===== src/rtl/piezo_pkg.sv =====
// piezo_pkg: note half-period constants and decoder types,
// shared by the piezo buzzer driver and the tone decoder.
package piezo_pkg;

  localparam int NOTE_N = 9;

  typedef logic [3:0] note_idx_t;

  typedef enum logic [1:0] {
    IDLE,
    ACQ,
    LOCKED
  } dec_state_t;

  localparam logic [15:0] NOTE_DO  = 16'd11659;
  localparam logic [15:0] NOTE_RE  = 16'd10388;
  localparam logic [15:0] NOTE_MI  = 16'd9253;
  localparam logic [15:0] NOTE_PA  = 16'd8736;
  localparam logic [15:0] NOTE_SOL = 16'd7782;
  localparam logic [15:0] NOTE_RA  = 16'd6929;
  localparam logic [15:0] NOTE_SI  = 16'd6175;
  localparam logic [15:0] NOTE_HDO = 16'd5827;
  localparam logic [15:0] NOTE_HRE = 16'd5192;

  // Driver constant plus its fixed 2-cycle reload overhead
  function automatic logic [15:0] note_half(
    input note_idx_t k
  );
    logic [15:0] c;
    case (k)
      4'd0:    c = NOTE_DO;
      4'd1:    c = NOTE_RE;
      4'd2:    c = NOTE_MI;
      4'd3:    c = NOTE_PA;
      4'd4:    c = NOTE_SOL;
      4'd5:    c = NOTE_RA;
      4'd6:    c = NOTE_SI;
      4'd7:    c = NOTE_HDO;
      default: c = NOTE_HRE;
    endcase
    return c + 16'd2;
  endfunction

endpackage


===== src/rtl/piezo_edge_sync.sv =====
// piezo_edge_sync: 2-FF synchronizer with a registered
// any-polarity edge pulse; flops reset to 1.
module piezo_edge_sync (
  input  logic clk_i,
  input  logic rst_i,
  input  logic d_i,
  output logic edge_o
);

  logic s1_q;
  logic s2_q;
  logic s3_q;
  logic edge_q;

  always_ff @(posedge clk_i) begin
    if (rst_i) begin
      s1_q   <= 1'b1;
      s2_q   <= 1'b1;
      s3_q   <= 1'b1;
      edge_q <= 1'b0;
    end else begin
      s1_q   <= d_i;
      s2_q   <= s1_q;
      s3_q   <= s2_q;
      edge_q <= s2_q ^ s3_q;
    end
  end

  assign edge_o = edge_q;

endmodule


===== src/rtl/piezo_tone_decoder.sv =====
// piezo_tone_decoder: half-period meter and one-hot note decoder.
// Define PIEZO_DEC_PERIOD_OUT_EN to expose PERIOD_OUT.
module piezo_tone_decoder
  import piezo_pkg::*;
#(
  parameter logic [15:0] TOL       = 16'd64,
  parameter int          MATCH_CNT = 2,
  parameter logic [15:0] TIMEOUT   = 16'd16383
) (
  input  logic        CLK,
  input  logic        RESET,
  input  logic        TONE_IN,
  output logic [8:0]  KEY_OUT,
`ifdef PIEZO_DEC_PERIOD_OUT_EN
  output logic [15:0] PERIOD_OUT,
`endif
  output logic        NOTE_VALID
);

  localparam logic [2:0] LOCK_N = 3'(MATCH_CNT);

  logic              edge_w;
  logic [15:0]       cnt_q;
  dec_state_t        state_q;
  note_idx_t         cand_q;
  logic [2:0]        match_q;
  logic [8:0]        key_q;
  logic              valid_q;
  logic [NOTE_N-1:0] hit;
  note_idx_t         hit_idx;
  logic              hit_any;
  logic              same;
  logic [2:0]        nxt_match;
  logic signed [16:0] diff [NOTE_N];
  logic signed [16:0] mag  [NOTE_N];

  piezo_edge_sync u_sync (
    .clk_i  (CLK),
    .rst_i  (RESET),
    .d_i    (TONE_IN),
    .edge_o (edge_w)
  );

  always_comb begin
    hit     = '0;
    hit_idx = '0;
    for (int k = 0; k < NOTE_N; k++) begin
      diff[k] = $signed({1'b0, cnt_q})
              - $signed({1'b0, note_half(note_idx_t'(k))});
      mag[k]  = diff[k][16] ? -diff[k] : diff[k];
      hit[k]  = mag[k] <= $signed({1'b0, TOL});
      if (hit[k]) hit_idx = note_idx_t'(k);
    end
  end

  assign hit_any   = |hit;
  assign same      = (match_q != 3'd0) && (hit_idx == cand_q);
  assign nxt_match = same ? match_q + 3'd1 : 3'd1;

`ifdef PIEZO_DEC_PERIOD_OUT_EN
  logic [15:0] per_q;

  always_ff @(posedge CLK) begin
    if (RESET) begin
      per_q <= '0;
    end else if (cnt_q >= TIMEOUT) begin
      per_q <= '0;
    end else if (edge_w && state_q != IDLE) begin
      per_q <= cnt_q;
    end
  end

  assign PERIOD_OUT = per_q;
`endif

  always_ff @(posedge CLK) begin
    if (RESET) begin
      state_q <= IDLE;
      cnt_q   <= '0;
      cand_q  <= '0;
      match_q <= '0;
      key_q   <= '0;
      valid_q <= 1'b0;
    end else begin
      if (edge_w) begin
        cnt_q <= 16'd1;
      end else if (cnt_q < TIMEOUT) begin
        cnt_q <= cnt_q + 16'd1;
      end
      // Timeout wins over a coincident edge, which restarts timing
      if (cnt_q >= TIMEOUT || state_q == IDLE) begin
        state_q <= edge_w ? ACQ : IDLE;
        cand_q  <= '0;
        match_q <= '0;
        key_q   <= '0;
        valid_q <= 1'b0;
      end else if (edge_w) begin
        unique case (1'b1)
          !hit_any: begin
            state_q <= ACQ;
            cand_q  <= '0;
            match_q <= '0;
            key_q   <= '0;
            valid_q <= 1'b0;
          end
          hit_any && state_q == LOCKED
            && hit_idx == cand_q: begin
            state_q <= LOCKED;
          end
          hit_any && state_q == LOCKED
            && hit_idx != cand_q: begin
            state_q <= ACQ;
            cand_q  <= hit_idx;
            match_q <= 3'd1;
            key_q   <= '0;
            valid_q <= 1'b0;
          end
          hit_any && state_q != LOCKED: begin
            cand_q  <= hit_idx;
            match_q <= nxt_match;
            if (nxt_match == LOCK_N) begin
              state_q <= LOCKED;
              key_q   <= 9'b1 << hit_idx;
              valid_q <= 1'b1;
            end
          end
        endcase
      end
    end
  end

  assign KEY_OUT    = key_q;
  assign NOTE_VALID = valid_q;

endmodule

===== config.mk =====
export PLATFORM = sky130hd
export DESIGN_NAME = piezo_tone_decoder
export DESIGN_NICKNAME = d
export VERILOG_FILES = /design/src/rtl/piezo_pkg.sv /design/src/rtl/piezo_edge_sync.sv /design/src/rtl/piezo_tone_decoder.sv
export SDC_FILE = /design/constraint.sdc
export NUM_CORES = 1
export LEC_CHECK = 0
export BUFFER_PORTS_ARGS = -buffer_cell sky130_fd_sc_hd__clkbuf_2
export CORE_MARGIN = 3
export CORE_UTILIZATION = 30
export CTS_BUF_LIST = sky130_fd_sc_hd__clkbuf_4
export DETAILED_ROUTE_END_ITERATION = 7
export HOLD_SLACK_MARGIN = 0.12
export PLACE_DENSITY = 0.46
export SLEW_MARGIN = 20
export SYNTH_ARGS = -nofsm -noshare
export SYNTH_HDL_FRONTEND = slang
export SYNTH_SLANG_ARGS = --single-unit

===== constraint.sdc =====
create_clock -name CLK -period 4.54 [get_ports CLK]
set_clock_uncertainty 0.05 [all_clocks]
set_input_delay 0.454 -clock CLK [delete_from_list [all_inputs] [get_ports CLK]]
set_output_delay 0.454 -clock CLK [all_outputs]
set_load 0.02 [all_outputs]

## After elaboration in Yosys (flattened, before gate mapping)

Index checks and enable logic that the tools add are counted.

- Bits in registers: 39
- Output and inout port bits: 10

- Shifts and indexed selects: 1
- Add/sub/neg operators: 20
- Order comparisons: 11
- Bitwise operators: 1
- Reduce and logical (&&, ||, !) cells: 23
- Mux-type cells: 31
- Equal/unequal tests: 7

Operators with widths:

| operator | number |
|---|---|
| $le 17x8->1 const B | 9 |
| $mux 17 | 9 |
| $neg 17->17 | 9 |
| $sub 16x13->17 const B | 5 |
| $sub 16x14->17 const B | 4 |
| $pmux 9 s2 | 1 |
| $add 16x1->16 const B | 1 |
| $ge 16x14->1 const B | 1 |
| $lt 16x14->1 const B | 1 |
| $mux 3 | 5 |
| $mux 2 | 5 |
| $mux 9 | 1 |
| $pmux 3 s3 | 1 |
| $reduce_or 9->1 | 1 |
| $shl 1x4->9 const A | 1 |
| $pmux 4 s2 | 1 |
| $reduce_bool 2->1 | 4 |
| $reduce_or 2->1 | 4 |
| $pmux 2 s3 | 1 |
| $reduce_and 2->1 | 3 |
| $reduce_bool 3->1 | 2 |
| $logic_and 1x1->1 | 5 |
| $mux 1 | 5 |
| $eq 4x4->1 | 1 |
| 14 further kinds | 14 |

## Depth between registers and ports, before layout

- Word-level depth: 20
- Mapped depth: 20
- Mapped depth without buffers: 15

## Cells and area by module

From an unflattened synthesis, not the netlist that was laid out.

- Cells, all modules: 1,263
- Area total of the unflattened synthesis: 8,355.5 um2

Modules (own cells, without submodules):

| module | area an instance (um2) | sequential area each (um2) | cells each | times used |
|---|---|---|---|---|
| piezo_tone_decoder | 8,244.2 | 700.7 | 1,254 | 1 |
| piezo_edge_sync | 111.4 | 80.1 | 9 | 1 |

## Least setup slack after synthesis

OpenSTA, ideal clock, no wires.

- Path type: flip-flop to flip-flop
- From: register cnt_q[0]
- To: register key_q[2] (netlist: KEY_OUT[2])
- Setup time: 0.060 ns
- Cell stages (with the launch flop): 19
- Arrival time: 4.649 ns
- Setup slack: -0.219 ns
- Path through: dfxtp_1 -> buf_2 -> buf_2 -> buf_2 -> inv_1 -> ha_1 -> nor3b_1 -> nand4_1 -> and3_1 -> or4b_4 -> o41ai_1 -> o32ai_1 -> a2111oi_2 -> nor4_2 -> xnor2_1 -> nor2_4 -> a31oi_4 -> a221oi_4 -> a22o_1

RTL lines:

| what | RTL line | text |
|---|---|---|
| from (decl) | piezo_tone_decoder.sv:23 | `logic [15:0] cnt_q;` |
| from (signal assigned) | piezo_tone_decoder.sv:88 | `cnt_q <= cnt_q + 16'd1;` |
| to (signal assigned) | piezo_tone_decoder.sv:123 | `key_q <= 9'b1 << hit_idx;` |
| to (decl) | piezo_tone_decoder.sv:27 | `logic [8:0] key_q;` |

## Final worst setup path

- From: register cnt_q[4]
- To: register match_q[1]

- Longest elaborated chain between the ends: 16
- Elaborated cells between the ends (all ways): 59
- Classes of those cells: 18 x add/sub; 10 x order compare; 2 x eq/ne; 19 x mux; 10 x reduce/logical

Ends and longest elaborated chain:

| what | RTL line | text |
|---|---|---|
| $sub 16x14->17 | piezo_tone_decoder.sv:49 | `- $signed({1'b0, note_half(note_idx_t'(k))});` |
| $neg 17->17 | piezo_tone_decoder.sv:50 | `mag[k] = diff[k][16] ? -diff[k] : diff[k];` |
| $mux 17 | piezo_tone_decoder.sv:50 |  |
| $le 17x8->1 | piezo_tone_decoder.sv:51 | `hit[k] = mag[k] <= $signed({1'b0, TOL});` |
| $mux 1 | piezo_tone_decoder.sv:52 | `if (hit[k]) hit_idx = note_idx_t'(k);` |
| $mux 2 (2 in series) | piezo_tone_decoder.sv:52 |  |
| $mux 3 (4 in series) | piezo_tone_decoder.sv:52 |  |
| $mux 4 | piezo_tone_decoder.sv:52 |  |
| $eq 4x4->1 / $ne 4x4->1 (equally long branches) | piezo_tone_decoder.sv:57, piezo_tone_decoder.sv:111 |  |
| $logic_and 1x1->1 (on tied branches) | piezo_tone_decoder.sv:57, piezo_tone_decoder.sv:111 |  |
| $mux 3 / $reduce_bool 3->1 (equally long branches) | n/a |  |
| $pmux 3 s3 / $reduce_and 2->1 (equally long branches) | n/a |  |
| to (signal assigned) | piezo_tone_decoder.sv:120 | `match_q <= nxt_match;` |
| to (decl) | piezo_tone_decoder.sv:26 | `logic [2:0] match_q;` |

Several ways; a longest one is shown, not always the timed one.
A chain may end at the register's enable or synchronous reset.

==> metrics.yaml <==
drive_gt1_frac: 0.252
setup_ws_ns: 0.0250
cts_hold_buffers: 0
fill_cells: 3005
yosys.cell_types.count: 114
period_minus_slack_ns: 4.52
p_sw_uw: 304
cts.htree.levels: 2
clock_latency_ns: 0.40
tightest_slew_ns: 0.774
start_util: 0.307
numCtsBuffers: 5
critPathKind: "reg2reg"
seq_area_frac_synth: 0.0908
finalHoldViolations: 0
avgSynthCellArea_sq_um: 7.04
area_growth_pct: 24.3
place_ws_ns: -0.0796
pwr-share-seq: 0.435
die_h_um: 175
pwr_density_cell_mw_per_mm2: 75.8
die-area_sq_mm: 0.0307
ff_latch_area_sq_um: 795
grt_pass1_wl_mm: 60.2
cts_tree: "built"
clock-sinks: 39
core_area_sq_mm: 0.0280
multi_input_area_sq_mm: 0.00750
drc: 0
dr.first_iter.drc_count: 1311
top_layer: "met4"
swShare: 0.375
clock_path_buffers: 2
critPathRequiredTime_ns: 4.81
grt_max_degree: 38
power_frac_comb: 0.309
wl_mm: 40.5
path_clk_slew_ns: 0.15
synth-edff-count: 0
relSlewSlack: 0.479
yosysTopAreaCell: "xnor2_1"
drt_pass1_iterations: 6
crit_arrival_ns: 4.78
end_kind: "flop"
antenna_left: 0
syn_inst: 1220
setup_viol: 0
grt_pass1_vias: 9730
ys_ff_latch: 39
fmax_mhz: 221
rows: 61
route.met3.wl_mm: 3.16
track_usage: 0.252
holdWs_ns: 0.177
maxSlewViolCount: 0
maxCapViolations: 0
yosys_most_used_dff: "dfxtp_1"
yosysWarnings: 0
critPathMaxFanout: 19
hold_path_class: "in2reg"
status: "finished, final reports clean"
clockPowerShare: 0.256
synth_area_sq_mm: 0.00859
ios: 13
drt-met1-wl_mm: 18.4
antenna_found_initial: 1
syn_nets: 1242
p_leak_uw: 0.00388
met2_length_mm: 17.6
fin_nets: 1372
fin_crit_sh: 0.994
p_int_uw: 506
vias_per_cell: 6.11
ir_drop_mv: 0.0734
synth_area_leaders: "xnor2_1 9.6%, dfxtp_1 9.1%, a21oi_1 4.4%"
synth.top_cell.area_share: 0.0958
rsz0062_at_grt: "yes"
routabilityCongestion: 0.943
cts-root-buf: "clkbuf_4"
hpwl_mm: 31.8
startpoint_type: "flop"
portBuffers: 12
die_x_um: 175
grt_overflow_total: 0
vias: 10570
async_reset_ff_frac: 0
wl_per_cell_um: 23.4
## final timing paths
check                                       startpoint  cells after the start  slack, ns                      end
worst max register to register   cnt_q[4]$_SDFFE_PP0P_                     15       0.02  match_q[1]$_SDFFE_PP0P_
worst min-delay path                           TONE_IN                      2       0.18   u_sync.s1_q$_SDFF_PP1_
worst max-delay path             cnt_q[4]$_SDFFE_PP0P_                     15       0.02  match_q[1]$_SDFFE_PP0P_
worst min register to register  u_sync.s1_q$_SDFF_PP1_                      1       0.38   u_sync.s2_q$_SDFF_PP1_
## worst max-delay path, stage by stage, from the launching register on
cell and delay [ns]:
dfxtp_4 0.41, buf_12 0.17, or4b_4 0.56, buf_4 0.17, a211o_4 0.36, a21o_1 0.23, a32oi_1 0.36, a2111oi_4 0.14
nand4_1 0.29, nand4_1 0.30, or3_4 0.46, or2_4 0.27, buf_4 0.15, nand3_1 0.07, o22ai_2 0.16, a22o_1 0.28
## logic make-up (layout without fill, tap and decap cells)
kind of cell | after synthesis | after routing | share of synthesized area
other cells | 0 | 1 | 0
buf+inv | 119 | 250 | 0.0659
simple gates | 484 | 484 | 0.305
compound gates | 436 | 436 | 0.380
mux | 20 | 20 | 0.0253
fa+ha+maj | 19 | 19 | 0.0277
flops | 39 | 39 | 0.0908
xor+xnor | 103 | 103 | 0.105
## power groups by stage
| stage | registers, uW | logic, uW | clock network [uW] |
|---|---|---|---|
| 6_report | 353 | 250 | 207 |
| 5_1_grt | 354 | 268 | 223 |
| 4_1_cts | 353 | 238 | 212 |
| 3_5_place_dp | 360 | 237 | 0 |
| 3_3_place_gp | 360 | 235 | 0 |
| 2_1_floorplan | 359 | 146 | 0 |
## layout make-up
| cell class | instances | area share |
|---|---|---|
| Multi-Input combinational cell | 1062 | 0.702 |
| Clock buffer | 5 | 0.00351 |
| Tap cell | 378 | 0.0443 |
| Timing Repair Buffer | 218 | 0.165 |
| Antenna cell | 1 | 0.000234 |
| Sequential cell | 39 | 0.0743 |
| Clock inverter | 3 | 0.00187 |
| Inverter | 24 | 0.00902 |
## layout by cell type, fill, tap and decap left out, drive strengths merged, types with 16 or more instances in the layout
master	netlist	layout
a2111oi	17	17
a211oi	28	28
a21oi	79	79
a31oi	27	27
and2	25	25
buf	52	206
clkbuf	43	17
dfxtp	39	39
ha	19	19
inv	18	18
nand2	92	92
nand2b	25	25
nand3	52	52
nand4	27	27
nor2	99	99
nor3	38	38
nor4	16	16
o211ai	21	21
o21ai	83	83
o31ai	19	19
or2	18	18
or3	16	16
xnor2	94	94
## flip-flops by register name, summed over array words and instances (netlist names)
register / flops
u_sync.s3_q: 1
match_q: 3
cnt_q: 16
cand_q: 4
u_sync.s2_q: 1
KEY_OUT: 9
u_sync.edge_o: 1
state_q: 2
u_sync.s1_q: 1
NOTE_VALID: 1
## through the flow
stage | area, sq um | total power (uW) | TNS, ns | util | instances
final | 10700 | 810 | 0 | 0.382 | 1730
after floorplan | 8610 | 505 | 0 | - | 1220
after global routing | 10700 | 845 | -0.818 | 0.382 | 1730
after CTS | 10400 | 803 | 0 | 0.370 | 1723
after detailed placement | 10300 | 597 | -0.498 | 0.368 | 1715
after global placement | 10300 | 595 | -0.445 | 0.368 | 1715
## synthesized netlist by cell type (all sizes together) (27+ instances only)
cell type / count
a211oi: 28
a21oi: 79
nand2: 92
nor2: 99
nand3: 52
nor3: 38
o21ai: 83
a31oi: 27
buf: 52
clkbuf: 43
xnor2: 94
dfxtp: 39
nand4: 27
## layer usage
| layer | up-vias | global-route usage |
|---|---|---|
| li1 | 4927 | - |
| met1 | 5101 | 0.360 |
| met2 | 471 | 0.388 |
| met3 | 71 | 0.0352 |
| met4 | 0 | 0.0848 |
| met5 | - | 0 |
## what timing repair did
action / CTS / global route
gates resized for setup: 3 / 58
pin swaps: 0 / 31
setup endpoints to repair: 13 / 19
setup buffers: 0 / 7
cloned: 0 / 0
Power figures use the tool's default switching activity.
